$ cat config.mk
export PLATFORM = sky130hd
export DESIGN_NAME = branch_resolver
export DESIGN_NICKNAME = d
export VERILOG_FILES = /design/src/rtl/pqr5_bru_pkg.sv /design/src/rtl/branch_cmp.sv /design/src/rtl/branch_resolver.sv
export SDC_FILE = /design/constraint.sdc
export NUM_CORES = 1
export LEC_CHECK = 0
export CAP_MARGIN = 20
export CORE_ASPECT_RATIO = 2
export CORE_UTILIZATION = 49
export CTS_BUF_LIST = sky130_fd_sc_hd__clkbuf_2
export DETAILED_ROUTE_END_ITERATION = 10
export PLACE_DENSITY = 0.79
export REMOVE_ABC_BUFFERS = 1
export SLEW_MARGIN = 30
export SYNTH_ARGS = -nofsm -noshare
export SYNTH_HDL_FRONTEND = slang
export SYNTH_HIERARCHICAL = 1
export SYNTH_SLANG_ARGS = --single-unit
$ cat constraint.sdc
create_clock -name clk -period 3.3 [get_ports clk]
set_input_delay 0.66 -clock clk [delete_from_list [all_inputs] [get_ports clk]]
set_output_delay 0.66 -clock clk [all_outputs]
set_load 0.05 [all_outputs]
$ cat src/rtl/pqr5_bru_pkg.sv
// Shared types and branch-condition encodings for the PQR5 branch resolver.
// Latency: n/a (types, constants and a pure helper function only).
// Backpressure: n/a.
package pqr5_bru_pkg;

    // Conditional-branch funct3 encodings
    localparam logic [2:0] F3_BEQ  = 3'b000;
    localparam logic [2:0] F3_BNE  = 3'b001;
    localparam logic [2:0] F3_BLT  = 3'b100;
    localparam logic [2:0] F3_BGE  = 3'b101;
    localparam logic [2:0] F3_BLTU = 3'b110;
    localparam logic [2:0] F3_BGEU = 3'b111;

    // Resolved control-transfer kind after opcode priority
    typedef enum logic [1:0] {
        CT_NONE,
        CT_JAL,
        CT_JALR,
        CT_BR
    } ctrl_kind_t;

    // Funct3 codes 010/011 are not real branches: they resolve not-taken and
    // must never raise a flush, even if fetch predicted them taken.
    function automatic logic f3_is_branch(input logic [2:0] f3);
        return (f3 != 3'b010) && (f3 != 3'b011);
    endfunction

    // Priority decode of the op flags: JAL > JALR > branch
    function automatic ctrl_kind_t decode_kind(input logic is_jal,
                                               input logic is_jalr,
                                               input logic is_branch);
        if (is_jal)
            return CT_JAL;
        else if (is_jalr)
            return CT_JALR;
        else if (is_branch)
            return CT_BR;
        else
            return CT_NONE;
    endfunction

endpackage

$ cat src/rtl/branch_cmp.sv
// Branch condition comparator: evaluates funct3 against two operands.
// Latency: combinational, zero cycles.
// Backpressure: none; output follows inputs.
module branch_cmp
    import pqr5_bru_pkg::*;
#(
    parameter int XLEN = 32
) (
    input  logic [2:0]      funct3,
    input  logic [XLEN-1:0] rs1,
    input  logic [XLEN-1:0] rs2,
    output logic            cond_true
);

    logic eq;
    logic lt_s;
    logic lt_u;

    assign eq   = (rs1 == rs2);
    assign lt_s = ($signed(rs1) < $signed(rs2));
    assign lt_u = (rs1 < rs2);

    // Select the condition; unused encodings resolve not-taken
    always_comb begin
        cond_true = 1'b0;
        unique case (funct3)
            F3_BEQ:  cond_true = eq;
            F3_BNE:  cond_true = !eq;
            F3_BLT:  cond_true = lt_s;
            F3_BGE:  cond_true = !lt_s;
            F3_BLTU: cond_true = lt_u;
            F3_BGEU: cond_true = !lt_u;
            default: cond_true = 1'b0;
        endcase
    end

endmodule

$ cat src/rtl/branch_resolver.sv
// Execute-stage branch resolution: checks the fetch prediction, flushes and redirects on a miss.
// Latency: one cycle from evaluation to o_flush/o_redirect_pc; flush is a single-cycle pulse.
// Backpressure: i_stall blocks evaluation and holds counters; the flush pulse self-clears regardless.
module branch_resolver
    import pqr5_bru_pkg::*;
#(
    parameter int XLEN    = 32,
    parameter int CNT_W   = 32,
    parameter int PC_INCR = 4
) (
    input  logic             clk,
    input  logic             aresetn,
    input  logic             i_stall,
    input  logic             i_instr_valid,
    input  logic             i_is_op_jal,
    input  logic             i_is_op_jalr,
    input  logic             i_is_op_branch,
    input  logic [2:0]       i_funct3,
    input  logic [XLEN-1:0]  i_rs1,
    input  logic [XLEN-1:0]  i_rs2,
    input  logic [XLEN-1:0]  i_imm,
    input  logic [XLEN-1:0]  i_pc,
    input  logic             i_bp_taken,
    input  logic             i_cnt_clr,
    output logic             o_flush,
    output logic [XLEN-1:0]  o_redirect_pc,
    output logic [CNT_W-1:0] o_br_cnt,
    output logic [CNT_W-1:0] o_mispred_cnt
);

    logic             flush_rg;
    logic [XLEN-1:0]  redirect_rg;
    logic [CNT_W-1:0] br_cnt_rg;
    logic [CNT_W-1:0] mispred_cnt_rg;

    ctrl_kind_t       kind;
    logic             cond_true;
    logic             eval;
    logic             act_taken;
    logic             mispred;
    logic [XLEN-1:0]  pc_rel_tgt;
    logic [XLEN-1:0]  jalr_sum;
    logic [XLEN-1:0]  target;
    logic [XLEN-1:0]  seq_pc;
    logic [XLEN-1:0]  redirect_nxt;

    branch_cmp #(
        .XLEN (XLEN)
    ) u_cmp (
        .funct3    (i_funct3),
        .rs1       (i_rs1),
        .rs2       (i_rs2),
        .cond_true (cond_true)
    );

    assign kind = decode_kind(i_is_op_jal, i_is_op_jalr, i_is_op_branch);

    // The slot right after a flush holds a wrong-path instruction, so it is skipped
    assign eval = i_instr_valid && !i_stall && !flush_rg && (kind != CT_NONE);

    // Address arithmetic wraps modulo 2^XLEN
    assign pc_rel_tgt = i_pc + i_imm;
    assign jalr_sum   = i_rs1 + i_imm;
    assign seq_pc     = i_pc + XLEN'(PC_INCR);

    // Actual outcome, target and mispredict verdict for the current instruction
    always_comb begin
        act_taken = 1'b0;
        mispred   = 1'b0;
        target    = pc_rel_tgt;
        unique case (kind)
            CT_JAL: begin
                act_taken = 1'b1;
                mispred   = !i_bp_taken;
            end
            CT_JALR: begin
                // Fetch never predicts JALR, so it always redirects
                act_taken = 1'b1;
                mispred   = 1'b1;
                target    = {jalr_sum[XLEN-1:1], 1'b0};
            end
            CT_BR: begin
                act_taken = cond_true;
                mispred   = f3_is_branch(i_funct3) && (cond_true != i_bp_taken);
            end
            default: begin
                act_taken = 1'b0;
                mispred   = 1'b0;
            end
        endcase
    end

    assign redirect_nxt = act_taken ? target : seq_pc;

    // Flush pulse: set by a mispredicting evaluation, always cleared the cycle after
    always_ff @(posedge clk or negedge aresetn) begin
        if (!aresetn)
            flush_rg <= 1'b0;
        else
            flush_rg <= eval && mispred;
    end

    // Redirect PC loads only on a mispredict and holds otherwise
    always_ff @(posedge clk or negedge aresetn) begin
        if (!aresetn)
            redirect_rg <= '0;
        else if (eval && mispred)
            redirect_rg <= redirect_nxt;
    end

    // Saturating performance counters; clear wins over a same-cycle increment
    always_ff @(posedge clk or negedge aresetn) begin
        if (!aresetn) begin
            br_cnt_rg      <= '0;
            mispred_cnt_rg <= '0;
        end else if (i_cnt_clr) begin
            br_cnt_rg      <= '0;
            mispred_cnt_rg <= '0;
        end else if (eval) begin
            if (br_cnt_rg != '1)
                br_cnt_rg <= br_cnt_rg + CNT_W'(1);
            if (mispred && (mispred_cnt_rg != '1))
                mispred_cnt_rg <= mispred_cnt_rg + CNT_W'(1);
        end
    end

    assign o_flush       = flush_rg;
    assign o_redirect_pc = redirect_rg;
    assign o_br_cnt      = br_cnt_rg;
    assign o_mispred_cnt = mispred_cnt_rg;

endmodule

==> results of run 1 <==
[final cells by class]
cell class              count  area share, %
repair buffers            561          30.92
well taps                 259          2.099
multi-input cells         998          48.79
flip-flops and latches     97          15.72
inverters                  60          1.523
diodes                      3        0.04861
clock inverters             7         0.6077
clock buffers               9         0.2917
[critical path: stages]
cell      delay, ns
buf_6          0.09
inv_4          0.08
ha_4           0.22
a21oi_2        0.17
o21ai_2        0.09
a221oi_4       0.32
o22ai_2        0.13
or4_1          0.55
a31o_1         0.27
xor2_1         0.17
a311o_1        0.28
nand2_4        0.15
a31oi_4        0.30
buf_6          0.13
nor2b_4        0.14
buf_6          0.13
nand2_1        0.07
xor2_1         0.16
nor2_1         0.40
[layout by cell type, fill, tap and decap left out, drive strengths merged, types with 4 or more instances in the layout]
master	n
a211oi	21
a21boi	4
a21o	34
a21oi	100
a221oi	6
a31oi	10
and2	7
and3	27
and4	14
buf	364
clkbuf	10
clkdlybuf4s15	8
clkdlybuf4s50	174
dfrtp	97
dlygate4sd2	13
ha	100
inv	63
mux2i	7
nand2	118
nand3	69
nand4	32
nor2	113
nor2b	6
nor3	17
nor4	5
o211ai	11
o21a	9
o21ai	65
o21bai	12
o221ai	11
o22ai	6
o31ai	6
or3	8
xnor2	56
xor2	82
[stage by stage]
stage / hold WS, ns / std cells / TNS, ns
2_1_floorplan: 0.3644 / 1155 / -64.71
5_1_grt: 0.3902 / 1992 / -18.66
3_3_place_gp: 0.4631 / 1954 / -78.84
6_report: 0.3844 / 1994 / -15.45
4_1_cts: 0.3738 / 1982 / -0.05845
3_5_place_dp: 0.4717 / 1954 / -87.85
[cells by family after synthesis]
family / share of synthesized area, %
adders and majority gates: 13.45
muxes: 0.7299
xor gates and xnor gates: 12.59
AOI/OAI and AO/OA: 22.38
and+or+nand+nor: 21.80
DFF: 25.28
buffers and inverters: 3.766
[state kept, by name, summed over array words and instances, names as in the netlist]
| register | flops |
|---|---|
| o_br_cnt | 32 |
| o_mispred_cnt | 32 |
| o_redirect_pc | 32 |
| o_flush | 1 |
[report_power, final]
group	internal, mW	leakage (nW)	switching (mW)
Sequential	1.33	1.30	0.102
Combinational	1.22	5.64	1.65
Clock	0.199	0.0793	0.523
[routing by layer]
metal	global-route usage [%]	routed length (µm)	vias to the layer above	share of wire, %
li1	-	-	5408	-
met1	34.64	12600	5593	30
met2	73.06	21370	615	51
met3	8.496	2827	276	6.7
met4	41.12	5102	2	12
met5	0	9	-	0.021
[worst min path at each step]
stage / slack (ns) / cells after the start / endpoint / from
finish: 0.38 / 2 / o_redirect_pc[23]$_DFFE_PN0P_ / aresetn
global route: 0.39 / 2 / o_redirect_pc[31]$_DFFE_PN0P_ / aresetn
CTS: 0.37 / 2 / o_redirect_pc[23]$_DFFE_PN0P_ / aresetn
detailed placement: 0.47 / 2 / o_redirect_pc[0]$_DFFE_PN0P_ / o_redirect_pc[0]$_DFFE_PN0P_
global placement: 0.46 / 2 / o_redirect_pc[3]$_DFFE_PN0P_ / o_redirect_pc[3]$_DFFE_PN0P_
floorplan: 0.36 / 0 / o_br_cnt[0]$_DFFE_PN0P_ / aresetn
[repair_timing]
item,CTS,global route
buffers inserted,12,10
endpoints found under the setup margin,65,63
pin swaps,64,25
hold buffers,1,0
cloned,0,1
resized for setup,276,76
hold endpoints to repair,32,0
==> impl_metrics.env, run 1 <==
export IMPL_crit_end="o_mispred_cnt[16]$_DFFE_PN0P_"
export IMPL_htreeDepth=3
export IMPL_cp_startpoint="i_rs2[23]"
export IMPL_r2r_cells=10
export IMPL_cts_root_buf="clkbuf_2"
export IMPL_ios=237
export IMPL_crit_type="primary input to flip-flop"
export IMPL_final_core_util_pct=80.10
export IMPL_place_gp_congestion=1.047
export IMPL_die_w_um=101.0
export IMPL_drc_errors=0
export IMPL_fin_ws_ns=-0.6981
export IMPL_coreArea_um2=19280
export IMPL_synth_top_cell_by_area="dfrtp_1"
export IMPL_synthTopCellsByCount="117 x nand2_1, 112 x nor2_1, 100 x ha_1"
export IMPL_insertion_delay_ns=0.68
export IMPL_placed_area_um2=14450
export IMPL_ys_types=78
export IMPL_row_count=72
export IMPL_clockBufferDepth=2
export IMPL_multi_input_area_um2=7535
export IMPL_synth_main_ff_cell="dfrtp_1"
export IMPL_synth_edff_count=0
export IMPL_worstPathMaxFanout=4
export IMPL_required_ns=3.84
export IMPL_antenna_left=0
export IMPL_critPathCaptureType="flip-flop"
export IMPL_synth_area_top_cells="dfrtp_1 25%, ha_1 13%, xor2_1 7.5%"
export IMPL_cp_start_kind="primary input"
export IMPL_syn2layout_area_growth_pct=60.85
export IMPL_max_freq_ghz=0.2501
export IMPL_synth_most_common_cell="nand2_1"
export IMPL_drtIter0Drc=614
export IMPL_cts_sinks=97
export IMPL_syn_inst=1190
export IMPL_post_route_period_util_pct=121.2
export IMPL_ys_ff_latch=97
export IMPL_cts_buffers_inserted=9
export IMPL_period_needed_ns=3.998
export IMPL_viasPerCell=5.965
export IMPL_dpl_hpwl_um=31160
export IMPL_async_reset_ff_share_pct=100.0
export IMPL_seqCellArea_um2=2427
export IMPL_status="complete, but fails checks"
export IMPL_power_density_nw_per_um2=325.4
export IMPL_numPortBuffers=236
export IMPL_violations="negative setup slack"
export IMPL_antenna_found_initial=3
export IMPL_setup_violations_final=62
export IMPL_skew_ns=0.03544
export IMPL_drt_total_wl_um=41920
export IMPL_initial_core_util_pct=49.80
export IMPL_die_y_um=200.0
export IMPL_grt_pass1_vias=12100
export IMPL_r2r_end="o_mispred_cnt[16]$_DFFE_PN0P_"
export IMPL_cts_tree="built"
export IMPL_finalPower_mw=5.024
export IMPL_fp_dieArea_um2=20190
export IMPL_yosysTopAreaCellShare_pct=25.28
export IMPL_grt_pass1_wl_um=60770
export IMPL_track_usage_pct=40.13
export IMPL_gr_total_overflow=0
export IMPL_max_slew_margin_pct=47.35
export IMPL_netlist_area_um2=9600
export IMPL_max_vdd_ir_drop_v=0.0003028
export IMPL_rsz0062_at_grt="true"
export IMPL_ys_seq_area_share_pct=25.28
export IMPL_hold_viol=0
export IMPL_preCtsSetupSlack_ns=-1.680
export IMPL_routedWlPerCell_um=21.02
export IMPL_syn_avg_cell_area_um2=8.068
export IMPL_yosysWarnings=6
export IMPL_grt_start_max_net_pins=66
export IMPL_tightestPinTransition_ns=0.7788
export IMPL_hp_class="primary input to asynchronous set/reset pin"
export IMPL_worst_r2r_setup_slack_ns=0.18
export IMPL_nets=1969
export IMPL_critPathArrivalTime_ns=4.54
export IMPL_drive_above_1_share_pct=30.48
export IMPL_num_vias=11890
export IMPL_stdcell_area_um2=15440
export IMPL_drv_cap=0
export IMPL_p_leak_nw=7.019
export IMPL_drt_pass1_iter_count=5
export IMPL_clkTransAtPathRegs_ns=0.37
export IMPL_fillers=1317
export IMPL_drv_slew=0
export IMPL_worstReg2RegStart="o_mispred_cnt[3]$_DFFE_PN0P_"
(Power assumes the default switching activity.)
==> run 2, diff against run 1 <==
==> constraint.sdc (replaced) <==
create_clock -name clk -period 4.5 [get_ports clk]
set_input_delay 0.9 -clock clk [delete_from_list [all_inputs] [get_ports clk]]
set_output_delay 0.9 -clock clk [all_outputs]
set_load 0.05 [all_outputs]
==> run 2 against run 1 <==
  * The run now ends clean
  * First-iteration DRC count shrank 44%
  * Non-clock buffer count shrank 247
  * Worst hold slack lost 0.18 ns
  * Sequential share of layout area grew 3.1 points
  * Core utilization shrank 13 points
  * Register-to-register slack gained 1.7 ns
  * Clock skew grew 0.017 ns
  * Critical path type unchanged
  * Combinational power shrank 39%
  * Die area is the same
  * Largest power group unchanged
==> impl_metrics.env, run 2 (synthesized netlist as in run 1, its figures left out) <==
export IMPL_status="finished clean"
export IMPL_numPortBuffers=236
export IMPL_clkTransAtPathRegs_ns=0.28
export IMPL_power_density_nw_per_um2=253.9
export IMPL_topRoutingLayerUsed="met4"
export IMPL_row_count=72
export IMPL_place_gp_congestion=1.037
export IMPL_grt_pass1_wl_um=53080
export IMPL_insertion_delay_ns=0.64
export IMPL_ctsHoldBuffers=0
export IMPL_cts_tree="built"
export IMPL_fillers=1709
export IMPL_dp_cells=1728
export IMPL_path_delay_family="compound AO/OA/AOI/OAI gates"
export IMPL_syn2layout_area_growth_pct=34.35
export IMPL_skew_ns=0.05232
export IMPL_cp_cell_sequence="clkdlybuf4s50_1 > inv_1 > ha_1 > a21oi_1 > o21ai_0 > a221oi_2 > buf_4 > o22ai_1 > or4_1 > a31o_1 > xor2_1 > a311o_1 > nand2_4 > a31oi_4 > nand4_4 > buf_4 > or3_1 > a21oi_1"
export IMPL_rsz0062_at_grt="false"
export IMPL_met3_length_um=1453
export IMPL_fp_dieArea_um2=20190
export IMPL_placed_area_um2=12730
export IMPL_htreeDepth=3
export IMPL_crit_slowest_cell="or4_1"
export IMPL_stdcell_area_um2=12900
export IMPL_final_cell_mix="234 x clkdlybuf4s50_1, 115 x nand2_1, 112 x nor2_1"
export IMPL_max_slew_margin_pct=35.41
export IMPL_period_needed_ns=4.245
export IMPL_gr_total_overflow=0
export IMPL_antenna_found_initial=2
export IMPL_drtIter0Drc=343
export IMPL_ios=237
export IMPL_p_leak_nw=5.685
export IMPL_grt_pass1_vias=10420
export IMPL_critPathArrivalTime_ns=4.81
export IMPL_final_cells=1746
export IMPL_track_usage_pct=34.89
export IMPL_r2r_cells=8
export IMPL_r2r_end="o_mispred_cnt[30]$_DFFE_PN0P_"
export IMPL_drv_cap=0
export IMPL_drt_pass1_iter_count=5
export IMPL_grt_start_max_net_pins=45
export IMPL_drive_above_1_share_pct=8.754
export IMPL_critPathCaptureType="flip-flop"
export IMPL_finalSetupTns_ns=0
export IMPL_cts_buffers_inserted=9
export IMPL_drv_slew=0
export IMPL_cts_root_buf="clkbuf_2"
export IMPL_drt_total_wl_um=34390
export IMPL_post_route_period_util_pct=94.34
export IMPL_hp_class="primary input to asynchronous set/reset pin"
export IMPL_initial_core_util_pct=49.80
export IMPL_num_vias=10350
export IMPL_antenna_left=0
export IMPL_dr_wl_met2_um=18110
export IMPL_crit_path_max_incr_delay_ns=0.50
export IMPL_cp_start_kind="primary input"
export IMPL_viasPerCell=5.927
export IMPL_hold_viol=0
export IMPL_nets=1722
export IMPL_coreArea_um2=19280
export IMPL_crit_type="primary input to flip-flop"
export IMPL_clockBufferDepth=2
export IMPL_max_freq_ghz=0.2355
export IMPL_die_y_um=200.0
export IMPL_die_w_um=101.0
export IMPL_required_ns=5.07
export IMPL_multi_input_area_um2=6855
export IMPL_worstPathMaxFanout=5
export IMPL_cts_sinks=97
export IMPL_drc_errors=0
export IMPL_wl_met1_um=11090
export IMPL_worst_r2r_setup_slack_ns=1.86
export IMPL_tightestPinTransition_ns=0.9630
export IMPL_routedWlPerCell_um=19.69
export IMPL_worstReg2RegStart="o_mispred_cnt[3]$_DFFE_PN0P_"
export IMPL_dpl_hpwl_um=28450
export IMPL_setup_violations_final=0
export IMPL_seqCellArea_um2=2427
export IMPL_crit_buf_inv=4
export IMPL_max_vdd_ir_drop_v=0.0002207
export IMPL_final_common_cell="clkdlybuf4s50_1"
==> run 2: layout make-up <==
class / count / share of cell area (%)
Antenna cell: 2 / 0.03880
Clock buffer: 9 / 0.3492
Clock inverter: 7 / 0.5917
Inverter: 60 / 1.746
Multi-Input combinational cell: 998 / 53.15
Sequential cell: 97 / 18.82
Tap cell: 259 / 2.512
Timing Repair Buffer: 314 / 22.80
==> run 2: worst register-to-register path, cell delays in order, from the launching register on <==
cell and delay, ns:
dfrtp_1 0.53, and4_1 0.29, nand4_1 0.26, nor3_1 0.46, and4_4 0.32, and2b_2 0.19
nand2_2 0.08, or3_1 0.32, a21oi_1 0.15
==> run 2: report_power, final <==
part	internal (mW)	leakage (nW)	total, mW	switching, mW
clock	0.136	0.0762	0.474	0.338
combinational	0.677	4.31	1.75	1.07
sequential	0.978	1.30	1.05	0.0712
total	1.79	5.68	3.27	1.48
==> run 2: worst max path at each step <==
stage,from,endpoint,cells after the start
final,i_rs2[9],o_mispred_cnt[9]$_DFFE_PN0P_,18
after global routing,i_rs2[14],o_mispred_cnt[13]$_DFFE_PN0P_,19
after CTS,i_rs2[14],o_mispred_cnt[29]$_DFFE_PN0P_,19
after detailed placement,i_rs2[14],o_mispred_cnt[29]$_DFFE_PN0P_,19
after global placement,i_rs2[14],o_mispred_cnt[29]$_DFFE_PN0P_,19
after floorplan,i_rs2[23],o_mispred_cnt[26]$_DFFE_PN0P_,17
==> run 2: through the flow <==
stage	setup slack, ns	hold WS (ns)	total power [mW]	utilization, %
2_1_floorplan	-0.4285	0.6044	2.080	-
3_3_place_gp	-0.4575	0.4595	2.782	66.04
3_5_place_dp	-0.5701	0.4692	2.795	66.04
4_1_cts	0.1440	0.1770	3.275	66.67
5_1_grt	0.002995	0.1871	3.449	66.91
6_report	0.2546	0.2036	3.275	66.91
==> run 2: timing repair <==
action / CTS / global route
gates resized for setup: 0 / 11
setup endpoints to repair: 0 / 26
buffers inserted: 0 / 0
==> run 2: metal layers <==
| layer | vias to the layer above | track usage (%) |
|---|---|---|
| met3 | 168 | 5.501 |
| met4 | 0 | 33.60 |
| met5 | - | 0 |
| met1 | 4891 | 31.47 |
| met2 | 379 | 64.33 |
| li1 | 4911 | - |
